File: config.mk
export PLATFORM = sky130hd
export DESIGN_NAME = hdmi_fb_arbiter
export DESIGN_NICKNAME = d
export VERILOG_FILES = /design/src/rtl/hdmi_fb_arbiter.sv
export SDC_FILE = /design/constraint.sdc
export NUM_CORES = 1
export LEC_CHECK = 0
export BUFFER_PORTS_ARGS = -buffer_cell sky130_fd_sc_hd__clkbuf_2
export CORE_MARGIN = 8
export CORE_UTILIZATION = 53
export CTS_CLUSTER_DIAMETER = 80
export DETAILED_ROUTE_END_ITERATION = 6
export PLACE_DENSITY = 0.76
export SLEW_MARGIN = 20
export SYNTH_ARGS = -nofsm -noshare
export SYNTH_HDL_FRONTEND = slang
export SYNTH_SLANG_ARGS = --single-unit
File: constraint.sdc
create_clock -name clk_low -period 3.7 [get_ports clk_low]
set_input_delay 0.74 -clock clk_low [delete_from_list [all_inputs] [get_ports clk_low]]
set_output_delay 0.74 -clock clk_low [all_outputs]
set_load 0.02 [all_outputs]
File: src/rtl/hdmi_fb_arbiter.sv
// hdmi_fb_arbiter: shares one SRAM port between display prefetch and two camera writers.
// Ports: clk_low/reset (sync, active-high); cam0/cam1 valid/ready/addr/data write streams
// with combinational ready; disp_frame_start/disp_pop/disp_rgb/disp_underflow display side;
// mem_addr/mem_wdata/mem_we/mem_re/mem_rdata registered SRAM port.
// Optional HDMI_FB_ARB_STATS_EN adds underflow_cnt[15:0], a saturating count of empty pops.
module hdmi_fb_arbiter #(
  parameter int FRAME_PIXELS = 307200,
  parameter int FIFO_DEPTH   = 16,
  parameter int LOW_WM       = 6,
  parameter int RD_LAT       = 2
) (
  input  logic        clk_low,
  input  logic        reset,
  input  logic        cam0_valid,
  output logic        cam0_ready,
  input  logic [20:0] cam0_addr,
  input  logic [23:0] cam0_data,
  input  logic        cam1_valid,
  output logic        cam1_ready,
  input  logic [20:0] cam1_addr,
  input  logic [23:0] cam1_data,
  input  logic        disp_frame_start,
  input  logic        disp_pop,
  output logic [23:0] disp_rgb,
  output logic        disp_underflow,
`ifdef HDMI_FB_ARB_STATS_EN
  output logic [15:0] underflow_cnt,
`endif
  output logic [20:0] mem_addr,
  output logic [23:0] mem_wdata,
  output logic        mem_we,
  output logic        mem_re,
  input  logic [23:0] mem_rdata
);
  localparam int AW = $clog2(FIFO_DEPTH);
  localparam int LW = $clog2(FIFO_DEPTH + RD_LAT + 2);
  logic [23:0] fifo_mem [FIFO_DEPTH];
  logic [AW-1:0] wr_idx_q, wr_idx_d, rd_idx_q, rd_idx_d;
  logic [LW-1:0] count_q, count_d, level;
  logic [RD_LAT-1:0] pipe_q, pipe_d;
  logic [20:0] rd_ptr_q, rd_ptr_d, rd_cur;
  logic [20:0] mem_addr_q, mem_addr_d;
  logic [23:0] mem_wdata_q, mem_wdata_d, disp_rgb_q, disp_rgb_d;
  logic rr_last_q, rr_last_d, mem_we_q, mem_we_d, mem_re_q, mem_re_d, under_q, under_d;
  logic cam_any, pick1, urgent, cam_gnt, disp_gnt, push, pop_ok, pop_empty;
  always_comb begin
    // Level counts the read granted last cycle (now on mem_re) plus every read in the
    // return pipe, so a read is reserved a FIFO slot from the moment it is granted.
    level = LW'(mem_re_q);
    for (int i = 0; i < RD_LAT; i++) level = level + LW'(pipe_q[i]);
    level = disp_frame_start ? '0 : level + count_q;
    cam_any = cam0_valid | cam1_valid;
    pick1 = cam1_valid && (!cam0_valid || !rr_last_q);
    urgent = level < LW'(LOW_WM);
    cam_gnt = !reset && !urgent && cam_any;
    disp_gnt = !reset && (urgent || (!cam_any && level < LW'(FIFO_DEPTH)));
    cam0_ready = cam_gnt && !pick1;
    cam1_ready = cam_gnt && pick1;
    rr_last_d = cam_gnt ? pick1 : rr_last_q;
    rd_cur = disp_frame_start ? '0 : rd_ptr_q;
    rd_ptr_d = !disp_gnt ? rd_cur : rd_cur == 21'(FRAME_PIXELS - 1) ? '0 : rd_cur + 21'd1;
    mem_we_d = cam_gnt;
    mem_re_d = disp_gnt;
    mem_addr_d = disp_gnt ? rd_cur : cam_gnt ? (pick1 ? cam1_addr : cam0_addr) : mem_addr_q;
    mem_wdata_d = cam_gnt ? (pick1 ? cam1_data : cam0_data) : mem_wdata_q;
    // A frame start flushes the return pipe, so reads issued for the old frame never land.
    pipe_d = disp_frame_start ? '0 : (pipe_q << 1) | RD_LAT'(mem_re_q);
    push = pipe_q[RD_LAT-1] && !disp_frame_start;
    pop_ok = disp_pop && !disp_frame_start && count_q != '0;
    pop_empty = disp_pop && !disp_frame_start && count_q == '0;
    count_d = disp_frame_start ? '0 : count_q + LW'(push) - LW'(pop_ok);
    wr_idx_d = disp_frame_start ? '0 : wr_idx_q + AW'(push);
    rd_idx_d = disp_frame_start ? '0 : rd_idx_q + AW'(pop_ok);
    disp_rgb_d = (disp_frame_start || pop_empty) ? '0 : pop_ok ? fifo_mem[rd_idx_q] : disp_rgb_q;
    under_d = disp_frame_start ? 1'b0 : under_q | pop_empty;
  end
  always_ff @(posedge clk_low) if (push) fifo_mem[wr_idx_q] <= mem_rdata;
  always_ff @(posedge clk_low) begin
    if (reset) begin
      wr_idx_q <= '0;
      rd_idx_q <= '0;
      count_q <= '0;
      pipe_q <= '0;
      rd_ptr_q <= '0;
      rr_last_q <= 1'b1;
      mem_we_q <= 1'b0;
      mem_re_q <= 1'b0;
      mem_addr_q <= '0;
      mem_wdata_q <= '0;
      disp_rgb_q <= '0;
      under_q <= 1'b0;
    end else begin
      wr_idx_q <= wr_idx_d;
      rd_idx_q <= rd_idx_d;
      count_q <= count_d;
      pipe_q <= pipe_d;
      rd_ptr_q <= rd_ptr_d;
      rr_last_q <= rr_last_d;
      mem_we_q <= mem_we_d;
      mem_re_q <= mem_re_d;
      mem_addr_q <= mem_addr_d;
      mem_wdata_q <= mem_wdata_d;
      disp_rgb_q <= disp_rgb_d;
      under_q <= under_d;
    end
  end
`ifdef HDMI_FB_ARB_STATS_EN
  logic [15:0] ucnt_q, ucnt_d;
  always_comb ucnt_d = ucnt_q + 16'(pop_empty && ucnt_q != 16'hFFFF);
  always_ff @(posedge clk_low) ucnt_q <= reset ? '0 : ucnt_d;
  assign underflow_cnt = ucnt_q;
`endif
  assign mem_we = mem_we_q;
  assign mem_re = mem_re_q;
  assign mem_addr = mem_addr_q;
  assign mem_wdata = mem_wdata_q;
  assign disp_rgb = disp_rgb_q;
  assign disp_underflow = under_q;
endmodule

Word-level counts from Yosys, hierarchy flattened

Memory sizes are Yosys's and may differ from the RTL's. A register that Yosys moved wholly into a read port is not among the register bits.
Index checks and enable logic that the tools add are counted.

Flip-flop bits (word level): 85
RAM bits: 384
Input port bits: 120
Output and inout port bits: 74
Logic and storage cells: 62
Memories kept: 1

Add/subtract/negate cells: 8
Magnitude comparators: 2
Eq/ne operators: 1
Multiplexer cells: 10
Bitwise logic cells: 3
Reductions and logical operators: 26

Memory list:

| memory   | words | width | read ports | clocked after Yosys merged registers in | wr ports | line | RTL |
|---|---|---|---|---|---|---|---|
| fifo_mem | 16    | 24    | 1          | 1                                       | 1        | 37   | `logic [23:0] fifo_mem [FIFO_DEPTH];` |

Operator list:

| kind                                                        | count |
|---|---|
| 2-to-1 mux 21 bit                                           | 6 |
| 2-to-1 mux 24 bit                                           | 1 |
| adder 21 x 1 -> 21 bit (second input constant)              | 1 |
| == test 21 x 19 -> 1 bit (second input constant)            | 1 |
| logical AND 1 bit                                           | 11 |
| adder 4 x 1 -> 4 bit                                        | 2 |
| logical NOT 1 bit                                           | 7 |
| adder 3 x 5 -> 5 bit                                        | 1 |
| adder 5 x 1 -> 5 bit                                        | 1 |
| logical NOT 5 bit                                           | 1 |
| less-than comparator 5 x 3 -> 1 bit (second input constant) | 1 |
| less-than comparator 5 bit (second input constant)          | 1 |
| 2-to-1 mux 5 bit                                            | 1 |
| nonzero test 5 bit                                          | 1 |
| subtractor 5 x 1 -> 5 bit                                   | 1 |
| OR reduction 2 bit                                          | 2 |
| adder 2 x 1 -> 3 bit                                        | 1 |
| logical OR 1 bit                                            | 3 |
| adder 1 x 1 -> 2 bit                                        | 1 |
| 2-to-1 mux 1 bit                                            | 2 |
| bitwise OR 1 bit                                            | 2 |
| bitwise OR 2 x 1 -> 2 bit                                   | 1 |
| nonzero test 2 bit                                          | 1 |

Depth between registers and ports, before layout

Gate-level depths: netlist of the first run.

Word-level depth: 10
Mapped depth: 13
Gate-level depth less buffers: 12

Least setup slack after synthesis of the first run

Ideal clock, no wire load.

Path kind: input -> register
From: in disp_frame_start
To: mem fifo_mem[0][0], enable pin
Setup time: 435 ps
Arrival: 3,395 ps
Data required time: 3,265 ps
Slack: -130 ps
Stages: 6
Buffers on the path: 2
Cell sequence: buf_6 > inv_1 > clkbuf_1 > nand2_1 > or3_1 > nor3_1

Cells in the longest elaborated chain, start to end: 4

Ends and longest elaborated chain:

| what                                   | line | RTL |
|---|---|---|
| from (decl)                            | 22   | `input logic disp_frame_start,` |
| logical NOT 1 bit                      | 68   | `push = pipe_q[RD_LAT-1] && !disp_frame_start;` |
| logical AND 1 bit                      | 68   |  |
| 2-to-1 mux 1 bit                       | 77   | `always_ff @(posedge clk_low) if (push) fifo_mem[wr_idx_q] <= mem_rdata;` |
| 2-to-1 mux 1 bit (implied by the code) | 77   |  |
| to (decl)                              | 37   |  |

No other way between the ends.

Worst setup path in the final report of the first run

From: reg pipe_q[1]
To: out cam0_ready

Cells in the longest elaborated chain, start to end: 8

Ends and longest elaborated chain:

| what                                | line | RTL |
|---|---|---|
| from (decl)                         | 40   | `logic [RD_LAT-1:0] pipe_q, pipe_d;` |
| from (signal assigned)              | 96   | `pipe_q <= pipe_d;` |
| adder 2 x 1 -> 3 bit                | 50   | `for (int i = 0; i < RD_LAT; i++) level = level + LW'(pipe_q[i]);` |
| adder 3 x 5 -> 5 bit                | 51   | `level = disp_frame_start ? '0 : level + count_q;` |
| 2-to-1 mux 5 bit                    | 51   |  |
| less-than comparator 5 x 3 -> 1 bit | 54   | `urgent = level < LW'(LOW_WM);` |
| logical NOT 1 bit                   | 55   | `cam_gnt = !reset && !urgent && cam_any;` |
| logical AND 1 bit (2 in a row)      | 55   |  |
| logical AND 1 bit                   | 57   | `cam0_ready = cam_gnt && !pick1;` |
| to (decl)                           | 15   | `output logic cam0_ready,` |

No other way between the ends.

==> results.json, run 1 <==
{
  "status": "completed",
  "clock-root-buffer": "clkbuf_16",
  "initial_utilization_pct": 53.6,
  "synth_enable_flop_cells": 384,
  "layout_min_cycle_time_ns": 3.60,
  "firstDrtPassIters": 6,
  "finalSetupViolations": 0,
  "drc": 0,
  "yosysMostFrequentCell": "edfxtp_1",
  "die_h_um": 208,
  "post_drt_wl_per_cell_um": 25.4,
  "critical-path-top-delay-family": "adder cells",
  "final_cells": 1834,
  "syn_inst": 1113,
  "antenna_found_initial": 1,
  "overflow": 0,
  "grt_use_total_pct": 21.2,
  "cts_buffers": 48,
  "core-area_um2": 36500,
  "synth_top_area_share_pct": 58.9,
  "cp_cell_sequence": "fa_1, nand2_1, fa_1, o22a_1, o221a_4, a211oi_4, buf_6",
  "routabilityCongestion": 0.977,
  "cts.sinks": 493,
  "synth_cell_types": 58,
  "synth-seq-area-share_pct": 70.0,
  "clk_latency_ns": 0.57,
  "ys_async_sr_fraction_pct": 0,
  "clk_pin_slew_ns": 0.06,
  "crit_fanout": 3,
  "yosysTopAreaCell": "edfxtp_1",
  "drive_above_1_share_pct": 35.2,
  "power.share.sequential_pct": 53.3,
  "path_common_cell": "fa_1",
  "ant_nets": 0,
  "wl_mm": 46.6,
  "grt_max_degree": 62,
  "rows": 70,
  "path_class": "flop to output pin",
  "design_area_um2": 22900,
  "whs_ns": 0.427,
  "slew_headroom_pct": 51.0,
  "p_leak_nw": 7.63,
  "cts_buffer_depth": 3,
  "power_mw": 11.3,
  "postSynthNetCount": 1249,
  "dp.cells": 1743,
  "power.share.switching_pct": 20.9,
  "synth_common_cells": "edfxtp_1, mux4_2, dfxtp_1",
  "finalMaxSlewViolations": 0,
  "port_buffers": 193,
  "end_kind": "output pin",
  "hpwl_mm": 27.1,
  "synthFlopType": "edfxtp_1",
  "ys_ff_latch": 493,
  "dieArea_um2": 43400,
  "nNetsFinal": 1464,
  "max_stage_delay_ns": 0.55,
  "num_vias": 11300,
  "power_frac_comb_pct": 4.5,
  "cts_tree": "done",
  "dieWidth_um": 208,
  "powerDensity_nw_per_um2": 493,
  "rsz0062_at_grt": "no",
  "worst_slew_pin_slew_ns": 0.730,
  "worstPathArrival_ns": 2.86,
  "required_ns": 2.96,
  "drt_iter0_markers": 1225,
  "synth_area_leaders": "edfxtp_1, mux4_2, dfxtp_1, nor2_1, a22oi_1",
  "path_buf_inv": 1,
  "io_pins": 194,
  "syn-mean-instance-area_um2": 17.6,
  "htreeDepth": 2,
  "synth_area_um2": 19600,
  "fmax_ghz": 0.278,
  "power_switching_mw": 2.35,
  "antenna_cells": 0,
  "hold_viol_final": 0,
  "hold_path.class": "input port to flop",
  "startpoint_type": "flop",
  "vias_per_cell": 6.18,
  "utilization_pct": 62.6,
  "crit_slowest_cell": "fa_1",
  "area.growth.synth_to_final_pct": 16.8,
  "power.internal_mw": 8.93,
  "finalCritPeriodShare_pct": 97.2,
  "yosys_warnings": 0,
  "skew_ns": 0.0194,
  "maxCapViolations": 0,
  "cts_hold_buf": 0,
  "place_area_um2": 21300,
  "grt_pass1_vias": 11500,
  "pwr-share-clk_pct": 42.2,
  "grt_pass1_wl_mm": 70.5,
  "vdd_drop_max_uv": 467
}
cells by family (layout without fill, tap and decap cells):
logic type	Yosys count	after routing	share of synthesized area, %
xor+xnor	8	8	0.396
compound gates	152	152	5.72
mux	141	141	15.0
flops	493	493	70.0
fa+ha+maj	16	16	1.14
buf+inv	84	337	2.26
simple gates	219	219	5.54
placed cells by master (no fill, tap or decap), drive strengths merged, types with 28 or more instances in the layout:
| cell type | count |
|---|---|
| edfxtp | 384 |
| clkbuf | 249 |
| mux4 | 120 |
| dfxtp | 109 |
| nor2 | 79 |
| buf | 44 |
| a21oi | 43 |
| a22oi | 36 |
| nand2 | 30 |
| nand3 | 28 |
through the flow:
stage / worst slack (ns) / TNS [ns]
final: 0.102 / 0
after global routing: 0.00822 / 0
after CTS: -0.00884 / -0.00884
after detailed placement: 0.441 / 0
after global placement: 0.514 / 0
after floorplan: 0.0246 / 0
routing by layer:
layer	vias to the layer above	track usage [%]	share of wire [%]
met2	604	35.8	50
met1	5705	27.0	38
met3	95	4.79	9.3
li1	4930	-	-
met4	2	7.37	3.2
met5	-	0	0.028
sequential cells by signal, indices dropped and copies added, names as in the netlist:
name and count:
mem_we 1, count_q 5, fifo_mem 384, wr_idx_q 4, mem_addr 21, mem_wdata 24, mem_re 1, pipe_q 2
disp_underflow 1, disp_rgb 24, rd_ptr_q 21, rd_idx_q 4, rr_last_q 1
cell type report:
class                      count  area (um2)
clock buffer                  57        1270
clock inverter                31         283
fill                        2469       13600
inverter                      13        48.8
multi-input combinational    536        5570
sequential                   493       13700
tap                          468         586
timing repair buffer         236        1400
worst paths after layout:
kind	from	end	slack, ns	depth (start not counted)
worst max-delay path	pipe_q[1]$_SDFF_PP0_	cam0_ready	0.10	7
worst min register to register	mem_addr[12]$_SDFFE_PP0P_	mem_addr[12]$_SDFFE_PP0P_	0.47	2
worst min-delay path	cam1_data[16]	mem_wdata[16]$_SDFFE_PP0P_	0.43	3
worst max register to register	pipe_q[1]$_SDFF_PP0_	mem_addr[2]$_SDFFE_PP0P_	0.42	9
worst reg2reg max path: stages, from the launching register on:
cell	delay [ns]
dfxtp_2	0.33
fa_1	0.55
nand2_1	0.07
fa_1	0.44
or3_1	0.35
a31oi_2	0.28
a21boi_4	0.65
buf_12	0.25
o22ai_1	0.11
o21ba_1	0.17
power by group through the flow:
stage / sequential (mW) / combinational (mW) / clock [mW]
6_report: 6.01 / 0.508 / 4.76
5_1_grt: 6.01 / 0.550 / 5.09
4_1_cts: 6.01 / 0.507 / 4.86
3_5_place_dp: 6.13 / 0.495 / 0
3_3_place_gp: 6.13 / 0.483 / 0
2_1_floorplan: 6.14 / 0.262 / 0
timing repair:
| item | CTS | global route |
|---|---|---|
| gates resized for setup | 4 | 3 |
| pin swaps | 5 | 2 |
| endpoints found under the setup margin | 1 | 1 |
| setup buffers | 3 | 0 |
| gates cloned | 0 | 0 |
Power figures use the tool's default switching activity.
==> run 2: changes to the inputs <==
Settings changed: BUFFER_PORTS_ARGS -buffer_cell sky130_fd_sc_hd__clkbuf_2 to -buffer_cell sky130_fd_sc_hd__buf_2.
==> run 2 against run 1 <==
Against the previous run:
- critical path depth is the same
- register-to-register slack is essentially flat
- critical path type unchanged
- maximum frequency grew 0.32%
- largest power group unchanged
- highest routed layer unchanged
==> results.json, run 2 (synthesized netlist as in run 1, its figures left out) <==
{
  "status": "completed",
  "overflow": 0,
  "num_vias": 11300,
  "htreeDepth": 2,
  "final_common_cell": "edfxtp_1",
  "crit_start": "pipe_q[1]$_SDFF_PP0_",
  "skew_ns": 0.0126,
  "hold_viol_final": 0,
  "hpwl_mm": 27.4,
  "p_leak_nw": 7.67,
  "clock-root-buffer": "clkbuf_16",
  "worst_slew_pin_slew_ns": 0.732,
  "regMostFlops": "fifo_mem",
  "dieWidth_um": 208,
  "slew_headroom_pct": 51.1,
  "utilization_pct": 62.7,
  "cts.sinks": 493,
  "largest_reg_flops": 384,
  "rsz0062_at_grt": "no",
  "layout_common_cells": "edfxtp_1, buf_2, mux4_2, dfxtp_1, nor2_1",
  "crit_slowest_cell": "fa_1",
  "path_class": "flop to output pin",
  "whs_ns": 0.397,
  "clk_pin_slew_ns": 0.06,
  "wl_mm": 46.6,
  "routabilityCongestion": 0.968,
  "path_common_cell": "fa_1",
  "fmax_ghz": 0.279,
  "dieArea_um2": 43400,
  "end_kind": "output pin",
  "cts_buffer_depth": 3,
  "finalSetupViolations": 0,
  "grt_busiest_layer": "met2",
  "core-area_um2": 36500,
  "die_h_um": 208,
  "nNetsFinal": 1467,
  "io_pins": 194,
  "critical-path-top-delay-family": "adder cells",
  "place_area_um2": 21300,
  "ant_nets": 0,
  "max_stage_delay_ns": 0.55,
  "area.growth.synth_to_final_pct": 16.9,
  "grtUsageMet1_pct": 26.9,
  "clk_latency_ns": 0.59,
  "hp-start": "cam1_data[9]",
  "vias_per_cell": 6.15,
  "powerDensity_nw_per_um2": 491,
  "antenna_found_initial": 2,
  "grt_pass1_vias": 11500,
  "cts_hold_buf": 0,
  "firstDrtPassIters": 6,
  "grt_max_degree": 46,
  "globalRouteMet3Util_pct": 4.78,
  "crit_fanout": 3,
  "grt_use_total_pct": 21.3,
  "drc": 0,
  "grt_use_met2_pct": 36.0,
  "initial_utilization_pct": 53.6,
  "maxCapViolations": 0,
  "vdd_drop_max_uv": 394,
  "grt_pass1_wl_mm": 70.7,
  "rows": 70,
  "rr_startpoint": "pipe_q[1]$_SDFF_PP0_",
  "layout_min_cycle_time_ns": 3.59,
  "worstPathArrival_ns": 2.85,
  "post_drt_wl_per_cell_um": 25.3,
  "cts_tree": "done",
  "finalMaxSlewViolations": 0,
  "drt_iter0_markers": 1096,
  "cts_buffers": 49,
  "drive_above_1_share_pct": 35.6,
  "finalCritPeriodShare_pct": 96.9,
  "required_ns": 2.96,
  "port_buffers": 193,
  "hold_path.class": "input port to flop",
  "path_buf_inv": 1,
  "startpoint_type": "flop",
  "design_area_um2": 22900,
  "cp_cell_sequence": "fa_1, nand2_1, fa_1, o22a_1, o221a_4, a211oi_4, buf_6"
}
run 2: changes by cell type in the layout (fill, tap and decap cells not counted), sizes merged:
cell / before / now
buf: 44 / 238
bufinv: 4 / 1
clkbuf: 249 / 64
clkinv: 24 / 20
clkinvlp: 2 / 4
diode: 0 / 1
inv: 14 / 15
run 2: area by class of cell:
type,instances,area [um2]
tap,468,586
clock buffer,64,1330
antenna,1,2.50
sequential,493,13700
fill,2516,13600
timing repair buffer,238,1410
inverter,13,48.8
clock inverter,27,219
multi-input combinational,536,5580
run 2: what timing repair did:
action / CTS / global route
gates resized for setup: 4 / 2
setup endpoints to repair: 1 / 1
setup buffers: 3 / 0
pin swaps: 5 / 3
run 2: path summary, 6_finish.rpt:
kind / endpoint / slack, ns / depth (start not counted)
worst max-delay path: cam0_ready / 0.11 / 7
worst max register to register: mem_addr[2]$_SDFFE_PP0P_ / 0.41 / 9
worst min-delay path: mem_wdata[9]$_SDFFE_PP0P_ / 0.40 / 3
worst min register to register: mem_addr[5]$_SDFFE_PP0P_ / 0.47 / 2
run 2: stage by stage:
| stage | total power, mW | worst slack (ns) | cells | TNS [ns] |
|---|---|---|---|---|
| 3_3_place_gp | 6.61 | 0.538 | 1745 | 0 |
| 2_1_floorplan | 6.41 | 0.0246 | 1113 | 0 |
| 6_report | 11.2 | 0.114 | 1840 | 0 |
| 4_1_cts | 11.3 | -0.0306 | 1839 | -0.0306 |
| 3_5_place_dp | 6.62 | 0.441 | 1745 | 0 |
| 5_1_grt | 11.6 | 0.0206 | 1840 | 0 |
run 2: worst register-to-register path, stage by stage, from the launching register on:
cell and delay, ns:
dfxtp_2 0.33, fa_1 0.55, nand2_1 0.07, fa_1 0.43, or3_1 0.34, a31oi_2 0.27, a21boi_4 0.66, buf_12 0.26
o22ai_1 0.11, o21ba_1 0.17
run 2: where the power goes:
| part | total, mW | internal [mW] | switching [mW] |
|---|---|---|---|
| clock network | 4.73 | 2.64 | 2.09 |
| registers | 6.01 | 5.98 | 0.0242 |
| logic | 0.507 | 0.206 | 0.301 |
| total | 11.2 | 8.83 | 2.42 |
run 2: routing by layer:
metal	share of wire (%)	routed length [um]
met5	0.021	10
met4	2.8	1310
met3	8.6	4010
met2	50	23300
met1	39	18000
==> run 3: changes to the inputs <==
Settings changed: ABC_AREA set to 1, CORE_UTILIZATION 53 to 54, SETUP_SLACK_MARGIN set to 0.5.
==> run 3 against run 2 <==
Against the previous run:
- routed wire length grew 14%
- die area grew 5.4%
- clock skew grew 0.0054 ns
- cell area grew 7.1%
- sequential share of layout area shrank 3.9 points
- maximum frequency grew 0.26%
- register-to-register slack gained 0.26 ns
- area after synthesis grew 7.9%
- synthesized cell count grew 86%
- hold slack gained 0.049 ns
- sequential cell count is the same
- critical endpoint unchanged
- largest cell class unchanged
==> results.json, run 3 <==
{
  "multi_input_area_um2": 6560,
  "cts_buffers": 50,
  "layout_min_cycle_time_ns": 3.58,
  "rsz0062_at_grt": "yes",
  "dp.cells": 2697,
  "synth_area_um2": 21100,
  "drive_above_1_share_pct": 16.5,
  "ff2ff_setup_slack_ns": 0.67,
  "overflow": 0,
  "wl_mm": 53.0,
  "vdd_drop_max_uv": 379,
  "path_class": "flop to output pin",
  "synth_top_area_share_pct": 54.6,
  "clock-root-buffer": "clkbuf_16",
  "worst_slew_pin_slew_ns": 1.06,
  "final_common_cell": "nor2_1",
  "post_drt_wl_per_cell_um": 18.9,
  "synth_common_cells": "nor2_1, edfxtp_1, nand2_1",
  "required_ns": 2.96,
  "hp-start": "disp_underflow$_SDFF_PP0_",
  "regArea_um2": 13700,
  "reg2reg_depth": 14,
  "ant_nets": 0,
  "ys_ff_latch": 493,
  "startpoint_type": "flop",
  "rr_startpoint": "pipe_q[1]$_SDFF_PP0_",
  "port_buffers": 193,
  "clk_latency_ns": 0.59,
  "finalCritPeriodShare_pct": 96.7,
  "synthMuxAreaShare_pct": 0,
  "layout_common_cells": "nor2_1, edfxtp_1, nand2_1, o21ai_0, buf_2",
  "yosys_warnings": 0,
  "hpwl_mm": 31.4,
  "dieWidth_um": 214,
  "synth_compound_area_share_pct": 10.9,
  "finalSetupViolations": 0,
  "final_cells": 2798,
  "grt_pass1_wl_mm": 81.0,
  "synth_enable_flop_cells": 384,
  "core-area_um2": 38600,
  "slew_headroom_pct": 29.4,
  "area.growth.synth_to_final_pct": 16.0,
  "regMostFlops": "fifo_mem",
  "hold_path.class": "flop to flop",
  "maxCapViolations": 0,
  "synth_top_family_by_area": "simple AND/OR/NAND/NOR gates",
  "power_mw": 11.6,
  "synth_cell_types": 44,
  "cts.sinks": 493,
  "clk_pin_slew_ns": 0.06,
  "syn_inst": 2072,
  "worstPathArrival_ns": 2.84,
  "fill_cells": 2927,
  "status": "completed",
  "end_kind": "output pin",
  "finalMaxSlewViolations": 0,
  "io_pins": 194,
  "setup_tns_ns": 0,
  "yosysTopAreaCell": "edfxtp_1",
  "crit_fanout": 3,
  "postSynthNetCount": 2208,
  "htreeDepth": 2,
  "skew_ns": 0.0179,
  "num_vias": 15900,
  "post_synth_and_or_nand_nor_area_fraction_pct": 18.0,
  "r2r-end": "rd_ptr_q[9]$_SDFF_PP0_",
  "firstDrtPassIters": 5,
  "synthAdderAreaFrac_pct": 1.05,
  "synth-seq-area-share_pct": 64.9,
  "dieArea_um2": 45700,
  "p_leak_nw": 9.05,
  "drt_iter0_markers": 1578,
  "grt_use_total_pct": 22.4,
  "largest_reg_flops": 384,
  "hold_depth": 2,
  "grt_max_degree": 194,
  "yosysMostFrequentCell": "nor2_1",
  "antenna_found_initial": 2,
  "nNetsFinal": 2374,
  "powerDensity_nw_per_um2": 472,
  "hold_viol_final": 0,
  "vias_per_cell": 5.67,
  "syn-mean-instance-area_um2": 10.2,
  "die_h_um": 214,
  "cts_tree": "done",
  "synth_area_leaders": "edfxtp_1, dfxtp_1, nor2_1, nand2_1, o21ai_0",
  "initial_utilization_pct": 54.7,
  "drc": 0,
  "ys_async_sr_fraction_pct": 0,
  "cts_buffer_depth": 3,
  "rows": 72,
  "grt_pass1_vias": 15200,
  "hold_end": "disp_underflow$_SDFF_PP0_",
  "routabilityCongestion": 0.924,
  "synth-xor-area-share_pct": 0.331,
  "synthFlopType": "edfxtp_1",
  "fmax_ghz": 0.280
}
run 3: worst max-delay path, stage by stage, from the launching register on:
cell and delay (ns):
dfxtp_2 0.33, fa_1 0.56, nand2_2 0.08, fa_2 0.53
nor2_1 0.04, nand2_1 0.08, a21oi_2 0.04, nor2_2 0.13
nand2_4 0.09, nand3_4 0.09, buf_12 0.11, nor2_4 0.03
buf_6 0.15
run 3: cell type report:
cell class	count	share of cell area, %
flip-flops and latches	493	56.0
multi-input cells	1342	26.7
repair buffers	243	6.29
clock buffers	69	5.56
well taps	518	2.64
inverters	108	1.68
clock inverters	24	1.10
diodes	1	0.0102
run 3: where the power goes:
group | switching [mW] | internal (mW)
Combinational | 0.380 | 0.170
Sequential | 0.0175 | 5.98
Clock | 2.10 | 2.94
Total | 2.49 | 9.09
run 3: kinds of logic (layout without fill, tap and decap cells):
group | Yosys count | in the layout
other | 0 | 1
and+or+nand+nor | 919 | 919
DFF | 493 | 493
adders and majority gates | 16 | 16
AOI/OAI and AO/OA | 399 | 399
xor gates and xnor gates | 8 | 8
buffers and inverters | 237 | 444
run 3: per-stage QoR:
step | hold WS, ns | utilization [%] | area (um2) | setup slack [ns]
after global routing | 0.478 | 63.5 | 24500 | 0.0192
after global placement | 0.439 | 58.9 | 22700 | 0.547
final | 0.446 | 63.5 | 24500 | 0.123
after detailed placement | 0.431 | 58.9 | 22700 | 0.462
after CTS | 0.448 | 63.4 | 24500 | 0.0786
after floorplan | 0.408 | - | 21100 | 0.531
run 3: how the worst max path moves through the flow:
stage,slack (ns),endpoint,startpoint
2_1_floorplan,0.53,cam1_ready,mem_re$_SDFF_PP0_
3_3_place_gp,0.55,cam0_ready,mem_re$_SDFF_PP0_
3_5_place_dp,0.46,cam0_ready,mem_re$_SDFF_PP0_
4_1_cts,0.08,cam0_ready,pipe_q[1]$_SDFF_PP0_
5_1_grt,0.02,cam0_ready,pipe_q[1]$_SDFF_PP0_
6_report,0.12,cam0_ready,pipe_q[1]$_SDFF_PP0_
run 3: metal layers:
metal / GRT usage, % / vias to the layer above / wire length, um
met5: 0 / - / 14
met3: 3.46 / 129 / 4120
met2: 37.6 / 703 / 26000
li1: - / 7480 / -
met4: 8.70 / 2 / 1700
met1: 29.2 / 7537 / 21200
run 3: what timing repair did:
item                       4_1_cts  5_1_grt
hold buffers                     0        0
pin swaps                        6        1
setup endpoints to repair       11       42
resized for setup               16        3
setup buffers                    6        0
cloned                           1        0
